<file path="config.mk">
export PLATFORM = sky130hd
export DESIGN_NAME = if_cic_decimator
export DESIGN_NICKNAME = d
export VERILOG_FILES = /design/src/rtl/if_cic_decimator.sv
export SDC_FILE = /design/constraint.sdc
export NUM_CORES = 1
export LEC_CHECK = 0
export CORE_MARGIN = 8
export CORE_UTILIZATION = 51
export DETAILED_ROUTE_END_ITERATION = 10
export PLACE_DENSITY_LB_ADDON = 0.3
export REMOVE_ABC_BUFFERS = 1
export SLEW_MARGIN = 5
export SYNTH_ARGS = -nofsm -noshare
export SYNTH_HDL_FRONTEND = slang
export SYNTH_SLANG_ARGS = --single-unit
export TNS_END_PERCENT = 20
</file>
<file path="constraint.sdc">
create_clock -name clk -period 5.8 [get_ports clk]
set_clock_uncertainty 0.05 [all_clocks]
set_input_delay 1.16 -clock clk [delete_from_list [all_inputs] [get_ports clk]]
set_output_delay 1.16 -clock clk [all_outputs]
set_load 0.02 [all_outputs]
</file>
<file path="src/rtl/if_cic_decimator.sv">
// ---------------------------------------------------------------------------
// if_cic_decimator
//
// Purpose:
//   Digital IF back-end stage that sits directly after the active mixer.
//   It takes ADC samples of the mixer's differential output (pos - neg) and
//   applies a 2nd-order CIC low-pass filter with decimation by
//   DECIM = 2**LOG2_DECIM. The filter removes the LO-rate products and
//   passes the baseband difference tone at the reduced rate.
//
//   The result goes out on a valid/ready stream with a one-entry holding
//   register. If a new result arrives while the previous one is still
//   waiting, the new result is dropped and the sticky overrun flag is set.
//
// Ports:
//   clk          system clock, rising edge
//   rst_n        synchronous active-low reset
//   in_data      signed sample (pos - neg), IN_W bits
//   in_valid     sample qualifier; samples are always accepted
//   out_data     signed decimated result, OUT_W bits
//   out_valid    result available
//   out_ready    consumer accepts out_data
//   overrun      sticky flag, a result was dropped
//   clr_overrun  synchronous clear of overrun (a coincident set wins)
// ---------------------------------------------------------------------------
module if_cic_decimator #(
    parameter int IN_W       = 12,
    parameter int LOG2_DECIM = 4,
    parameter int OUT_W      = IN_W + 2 * LOG2_DECIM
) (
    input  logic                    clk,
    input  logic                    rst_n,
    input  logic signed [IN_W-1:0]  in_data,
    input  logic                    in_valid,
    output logic signed [OUT_W-1:0] out_data,
    output logic                    out_valid,
    input  logic                    out_ready,
    output logic                    overrun,
    input  logic                    clr_overrun
);

    // The last sample of a window arrives when the counter is all ones.
    localparam logic [LOG2_DECIM-1:0] CNT_LAST = '1;

    logic signed [OUT_W-1:0] i1_q, i1_d;
    logic signed [OUT_W-1:0] i2_q, i2_d;
    logic signed [OUT_W-1:0] d1_q, d1_d;
    logic signed [OUT_W-1:0] d2_q, d2_d;
    logic [LOG2_DECIM-1:0]   cnt_q, cnt_d;
    logic                    dump_q, dump_d;
    logic signed [OUT_W-1:0] out_data_q, out_data_d;
    logic                    out_valid_q, out_valid_d;
    logic                    overrun_q, overrun_d;

    logic signed [OUT_W-1:0] in_ext;
    logic signed [OUT_W-1:0] i1_sum;
    logic signed [OUT_W-1:0] i2_sum;
    logic signed [OUT_W-1:0] c1;
    logic signed [OUT_W-1:0] c2;

    // Integrator and decimation counter next-state logic.
    // The integrators run at full OUT_W width and wrap modulo 2**OUT_W.
    // The comb section cancels the wrap, provided the true output fits in
    // OUT_W bits, so no saturation is applied here. The second integrator
    // adds the *updated* first-integrator value, so both stages advance on
    // the same sample. When there is no valid sample, everything holds.
    always_comb begin
        in_ext = {{(OUT_W - IN_W){in_data[IN_W-1]}}, in_data};
        i1_sum = i1_q + in_ext;
        i2_sum = i2_q + i1_sum;

        i1_d   = i1_q;
        i2_d   = i2_q;
        cnt_d  = cnt_q;
        dump_d = 1'b0;

        if (in_valid) begin
            i1_d   = i1_sum;
            i2_d   = i2_sum;
            cnt_d  = cnt_q + LOG2_DECIM'(1);
            dump_d = (cnt_q == CNT_LAST);
        end
    end

    // Comb section and output holding register.
    // dump_q is high for the single cycle after the last sample of a window.
    // At that point i2_q holds the integrated value for the whole window.
    // The comb delays always take their new values, even when the candidate
    // has to be dropped, so that the next result is still correct.
    // A stalled result is never overwritten. The new candidate is dropped
    // instead and the drop is recorded in overrun. A drop in the same cycle
    // as clr_overrun leaves the flag set.
    always_comb begin
        c1 = i2_q - d1_q;
        c2 = c1 - d2_q;

        d1_d        = d1_q;
        d2_d        = d2_q;
        out_data_d  = out_data_q;
        out_valid_d = out_valid_q;
        overrun_d   = overrun_q;

        if (clr_overrun) begin
            overrun_d = 1'b0;
        end

        if (dump_q) begin
            d1_d = i2_q;
            d2_d = c1;
            if (!out_valid_q || out_ready) begin
                out_data_d  = c2;
                out_valid_d = 1'b1;
            end else begin
                overrun_d = 1'b1;
            end
        end else if (out_valid_q && out_ready) begin
            out_valid_d = 1'b0;
        end
    end

    // State registers. Reset takes priority over everything else and
    // discards any partial window.
    always_ff @(posedge clk) begin
        if (!rst_n) begin
            i1_q        <= '0;
            i2_q        <= '0;
            d1_q        <= '0;
            d2_q        <= '0;
            cnt_q       <= '0;
            dump_q      <= 1'b0;
            out_data_q  <= '0;
            out_valid_q <= 1'b0;
            overrun_q   <= 1'b0;
        end else begin
            i1_q        <= i1_d;
            i2_q        <= i2_d;
            d1_q        <= d1_d;
            d2_q        <= d2_d;
            cnt_q       <= cnt_d;
            dump_q      <= dump_d;
            out_data_q  <= out_data_d;
            out_valid_q <= out_valid_d;
            overrun_q   <= overrun_d;
        end
    end

    assign out_data  = out_data_q;
    assign out_valid = out_valid_q;
    assign overrun   = overrun_q;

endmodule

</file>
Yosys cells after proc, flatten, opt, wreduce, memory -nomap -nowiden

Cells that the tools add are included.

Memory bits (read-only): 0
Output and inout port bits: 22
Register bits after elaboration: 107
Word-level logic and storage cells: 29
Memories: 0
Bits in latches: 0
Input bits: 17
Bits in writable memories: 0

Multiplexer cells: 6
$lt $le $gt $ge: 0
Bitwise operators: 0
$mul: 0
Eq/ne operators: 2
Shift operators: 0
Reductions and logical operators: 7
Divide/modulo/power cells: 0
$add $sub $neg: 5

Operators by type and width:

| cell                                                            | count |
|---|---|
| 20-bit subtractor                                               | 2 |
| 20-bit by 12-bit adder with 20-bit output                       | 1 |
| 20-bit adder                                                    | 1 |
| 1-bit two-way mux                                               | 6 |
| 2-bit AND reduction                                             | 3 |
| 4-bit by 1-bit adder with 4-bit output, second input constant   | 1 |
| 4-bit equality test, second input constant                      | 1 |
| 2-bit by 1-bit != test with 1-bit output, second input constant | 1 |
| 2-bit nonzero test                                              | 1 |
| 1-bit logical AND                                               | 1 |
| 1-bit zero test                                                 | 1 |
| 1-bit logical OR                                                | 1 |

Logic depth before layout (Yosys ltp)

Gate-level depths: netlist of the first run.

Depth after elaboration: 4
Mapped depth: 21
Mapped depth without buffers: 21

Worst setup path before layout of the first run

No wires, ideal clock.

Kind: input to register
From: input in_data[0]
To: register i2_q[19]
Data required time: 5.678 ns
Stages: 20
Library setup time: 0.072 ns
Data arrival time: 5.229 ns
Path slack: 0.449 ns
Buffers on the path: 0
Path through: ha_1 fa_1 a21o_1 a21oi_1 o21bai_1 a21o_1 a21oi_1 o21ai_1 a21oi_1 o21bai_1 xor2_1 ha_1 a21oi_2 and2b_1 o21a_1 or4_4 a211o_1 a31oi_1 a41o_1 mux2i_1

Cells in the longest elaborated chain, start to end: 2

RTL lines:

| element                                   | RTL line | RTL |
|---|---|---|
| start: declaration                        | 33       | `input logic signed [IN_W-1:0] in_data,` |
| 20-bit by 12-bit adder with 20-bit output | 69       | `i1_sum = i1_q + in_ext;` |
| named net i1_sum[12]                      | 56       | `logic signed [OUT_W-1:0] i1_sum;` |
| 20-bit adder                              | 70       | `i2_sum = i2_q + i1_sum;` |
| end signal: assignment                    | 136      | `i2_q <= i2_d;` |
| end: declaration                          | 46       | `logic signed [OUT_W-1:0] i2_q, i2_d;` |

The timed path passes the listed nets, and every way through them passes these cells.
A chain may end at the register's enable or synchronous reset.

Worst setup path in the final report of the first run

Ends and elaborated chain as after synthesis.

==> impl_metrics.yaml, run 1 <==
sta:
  period_needed_ns: 5.49
  drv_slew: 0
  setup_tns_ns: 0
  fmax_mhz: 182
  worst_pin_slew_ns: 0.927
  fin_crit_sh: 0.946
  hold_viol: 0
  setup_violations: 0
  rsz0062_at_grt: "false"
  relSlewSlack: 0.381
logic_synthesis:
  syn_area_per_cell_sq_um: 8.40
  syn_area_sq_um: 7490
  synth_top_area_frac: 0.286
  syn-instance-count: 892
  async_flop_share: 0
  yosysMostFrequentCell: "dfxtp_1"
  synth_ff_type: "dfxtp_1"
  synth-edff-count: 0
  synth_area_leaders: "dfxtp_1 (29%), ha_1 (13%), mux2i_1 (8.3%)"
  ys_top_cells_by_count: "dfxtp_1 (107), nor2_1 (89), ha_1 (79)"
  yosysSeqAreaShare: 0.286
  yosysTopAreaCell: "dfxtp_1"
  yosys_warnings: 0
  ys_ff_latch: 107
  synth_cell_types: 60
power:
  power_frac_clock: 0.132
  pwr-share-seq: 0.186
  power_density_nw_per_um2: 577
  p_int_w: 0.00266
  p_comb_frac: 0.681
  p_leak_nw: 3.39
  max-vdd-ir-drop_v: 0.000282
  p_sw_frac: 0.453
  switching_power_w: 0.00221
clocking:
  cts-resized-gates: 0
  clockBufferDepth: 2
  clk_pin_slew_ns: 0.07
  cts.hold.buffers_added: 0
  cts.sinks: 107
  post-cts-setup-buffers: 0
  ctsRootBufferMaster: "clkbuf_16"
  cts-buffers-inserted: 9
  cts_tree: "yes"
  clkLatencyLatePin_ns: 0.35
  h-tree-depth: 3
placement:
  place.gp.congestion: 0.926
  hpwlAfterDp_um: 11000
  port_buffers: 38
  postPlaceCellArea_sq_um: 8120
final_layout:
  stdcell_area_sq_um: 8440
  drive_gt1_frac: 0.0556
  nets: 1030
  syn_to_final_growth_pct: 12.6
  insertedDiodeCount: 0
grt:
  grt_pass1_vias: 5927
  track_usage: 0.166
  grt_overflow_total: 0
  grt_pass1_wl_um: 26200
  grt_max_degree: 55
  antenna_found_initial: 0
route:
  wl_per_cell_um: 13.3
  dr.pass1.iters: 5
  detail_route.wirelength_um: 14900
  ant_nets: 0
  vias: 6076
  drc: 0
  via_per_inst: 5.43
  drtIter0Drc: 253
worst_setup_path:
  crit_required_ns: 6.04
  reg2reg_from: "i2_q[0]$_SDFFE_PN0P_"
  critPathArrivalTime_ns: 5.72
  cpMaxStageDelayCell: "or4_4"
  crit_chain: "clkdlybuf4s50_1, ha_1, fa_1, a21o_1, a21oi_1, o21bai_1, a21o_1, a21oi_2, o21ai_1, a21oi_1, o21bai_1, xor2_1, ha_1, a21oi_2, and2b_1, o21a_1, or4_4, a211o_1, a31oi_1, a41o_1, mux2i_1"
  regToRegEndpoint: "out_data[19]$_SDFFE_PN0P_"
  rrSetupSlack_ns: 1.11
  cp_max_fo: 3
  end_kind: "register"
  ff2ff_path_depth: 20
  max_stage_delay_ns: 0.50
  path_class: "in2reg"
  cp-start-kind: "primary input"
hold_path:
  hold_class: "reg2reg"
  hold_depth: 2
  worstHoldStart: "out_data[11]$_SDFFE_PN0P_"
  worstHoldEndpoint: "out_data[11]$_SDFFE_PN0P_"
die:
  num_rows: 44
  die_y_um: 137
  start_util: 0.520
  io_pins: 39
  die-area_sq_um: 18800
  core-area_sq_um: 14400
  die_x_um: 137
outcome:
  status: "completed"
job:
  maxCapViolCount: 0
==> flip-flops by register name (all words and copies together) (netlist names) <==
name	cells
d2_q	20
out_valid	1
cnt_q	4
out_data	20
dump_q	1
i2_q	20
overrun	1
i1_q	20
d1_q	20
==> how the worst max path moves through the flow <==
stage                           from  slack, ns  depth (start not counted)                     to
after global placement    in_data[0]      -0.03                         21  i2_q[19]$_SDFFE_PN0P_
after global routing      in_data[0]       0.06                         21  i2_q[19]$_SDFFE_PN0P_
after CTS                 in_data[0]       0.26                         21  i2_q[19]$_SDFFE_PN0P_
after floorplan           in_data[0]       0.45                         20  i2_q[19]$_SDFFE_PN0P_
after detailed placement  in_data[0]      -0.11                         21  i2_q[19]$_SDFFE_PN0P_
final                     in_data[0]       0.31                         21  i2_q[19]$_SDFFE_PN0P_
==> cell usage in the layout, fill, tap and decap left out, drive strengths merged, types with 10 or more instances in the layout <==
cell type / instances
nand2: 54
ha: 79
nand2b: 10
xnor2: 43
xor2: 18
o21bai: 11
o21ai: 30
a211oi: 12
buf: 20
o21a: 14
inv: 61
nand3: 23
dfxtp: 107
mux2i: 62
a21o: 25
nor3: 26
a21oi: 64
clkdlybuf4s50: 36
nor2b: 30
and3: 10
nor2: 89
==> power groups by stage <==
stage,logic [W],registers (W),clock network (W)
floorplan,0.00273,0.000891,0
global placement,0.00323,0.000919,0
detailed placement,0.00328,0.000923,0
CTS,0.00330,0.000906,0.000663
global route,0.00374,0.000922,0.000686
finish,0.00332,0.000908,0.000645
==> per-layer routing <==
metal / global-route usage / wire (um) / up-vias
li1: - / - / 3246
met1: 0.201 / 7390 / 2739
met2: 0.292 / 6820 / 78
met3: 0.0354 / 532 / 13
met4: 0.0422 / 146 / 0
met5: 0 / 0 / -
==> metrics by stage <==
stage	total power [W]	hold WS (ns)	utilization	std cells	setup WS, ns
5_1_grt	0.00535	0.419	0.585	1119	0.0555
3_3_place_gp	0.00415	0.389	0.563	1103	-0.0319
6_report	0.00487	0.399	0.585	1119	0.311
3_5_place_dp	0.00421	0.390	0.563	1103	-0.106
2_1_floorplan	0.00362	0.384	-	863	0.447
4_1_cts	0.00487	0.402	0.585	1119	0.262
==> critical path: cells and delay by family <==
| kind | cells | cell delay, ns |
|---|---|---|
| and+or+nand+nor | 2 | 0.68 |
| buffers and inverters | 1 | 0.40 |
| muxes | 1 | 0.17 |
| xor gates and xnor gates | 1 | 0.17 |
| adders and majority gates | 3 | 0.95 |
| AOI/OAI and AO/OA | 13 | 2.20 |
==> layout make-up <==
class	count	area, sq um
clock buffer	9	225
clock inverter	7	85.1
fill	1333	5990
inverter	59	221
multi-input combinational	697	5030
sequential	107	2140
tap	184	230
timing repair buffer	56	505
==> cells by family after synthesis <==
kind of cell    after synthesis  share of synthesized area
simple gates                282                      0.185
compound gates              209                      0.189
flops                       107                      0.286
buf+inv                      88                     0.0441
fa+ha+maj                    83                      0.143
mux                          62                     0.0828
xor+xnor                     61                     0.0713
No activity file was read; power rests on OpenSTA's default activity.
==> run 2, diff against run 1 <==
--- a/config.mk
+++ b/config.mk
@@ -8,6 +8,7 @@
 export CORE_MARGIN = 8
 export CORE_UTILIZATION = 51
 export DETAILED_ROUTE_END_ITERATION = 10
+export HOLD_SLACK_MARGIN = 0.15
 export PLACE_DENSITY_LB_ADDON = 0.3
 export REMOVE_ABC_BUFFERS = 1
 export SLEW_MARGIN = 5
==> results of run 2 <==
Final layout, timing and power as in run 1 (identical DEF).
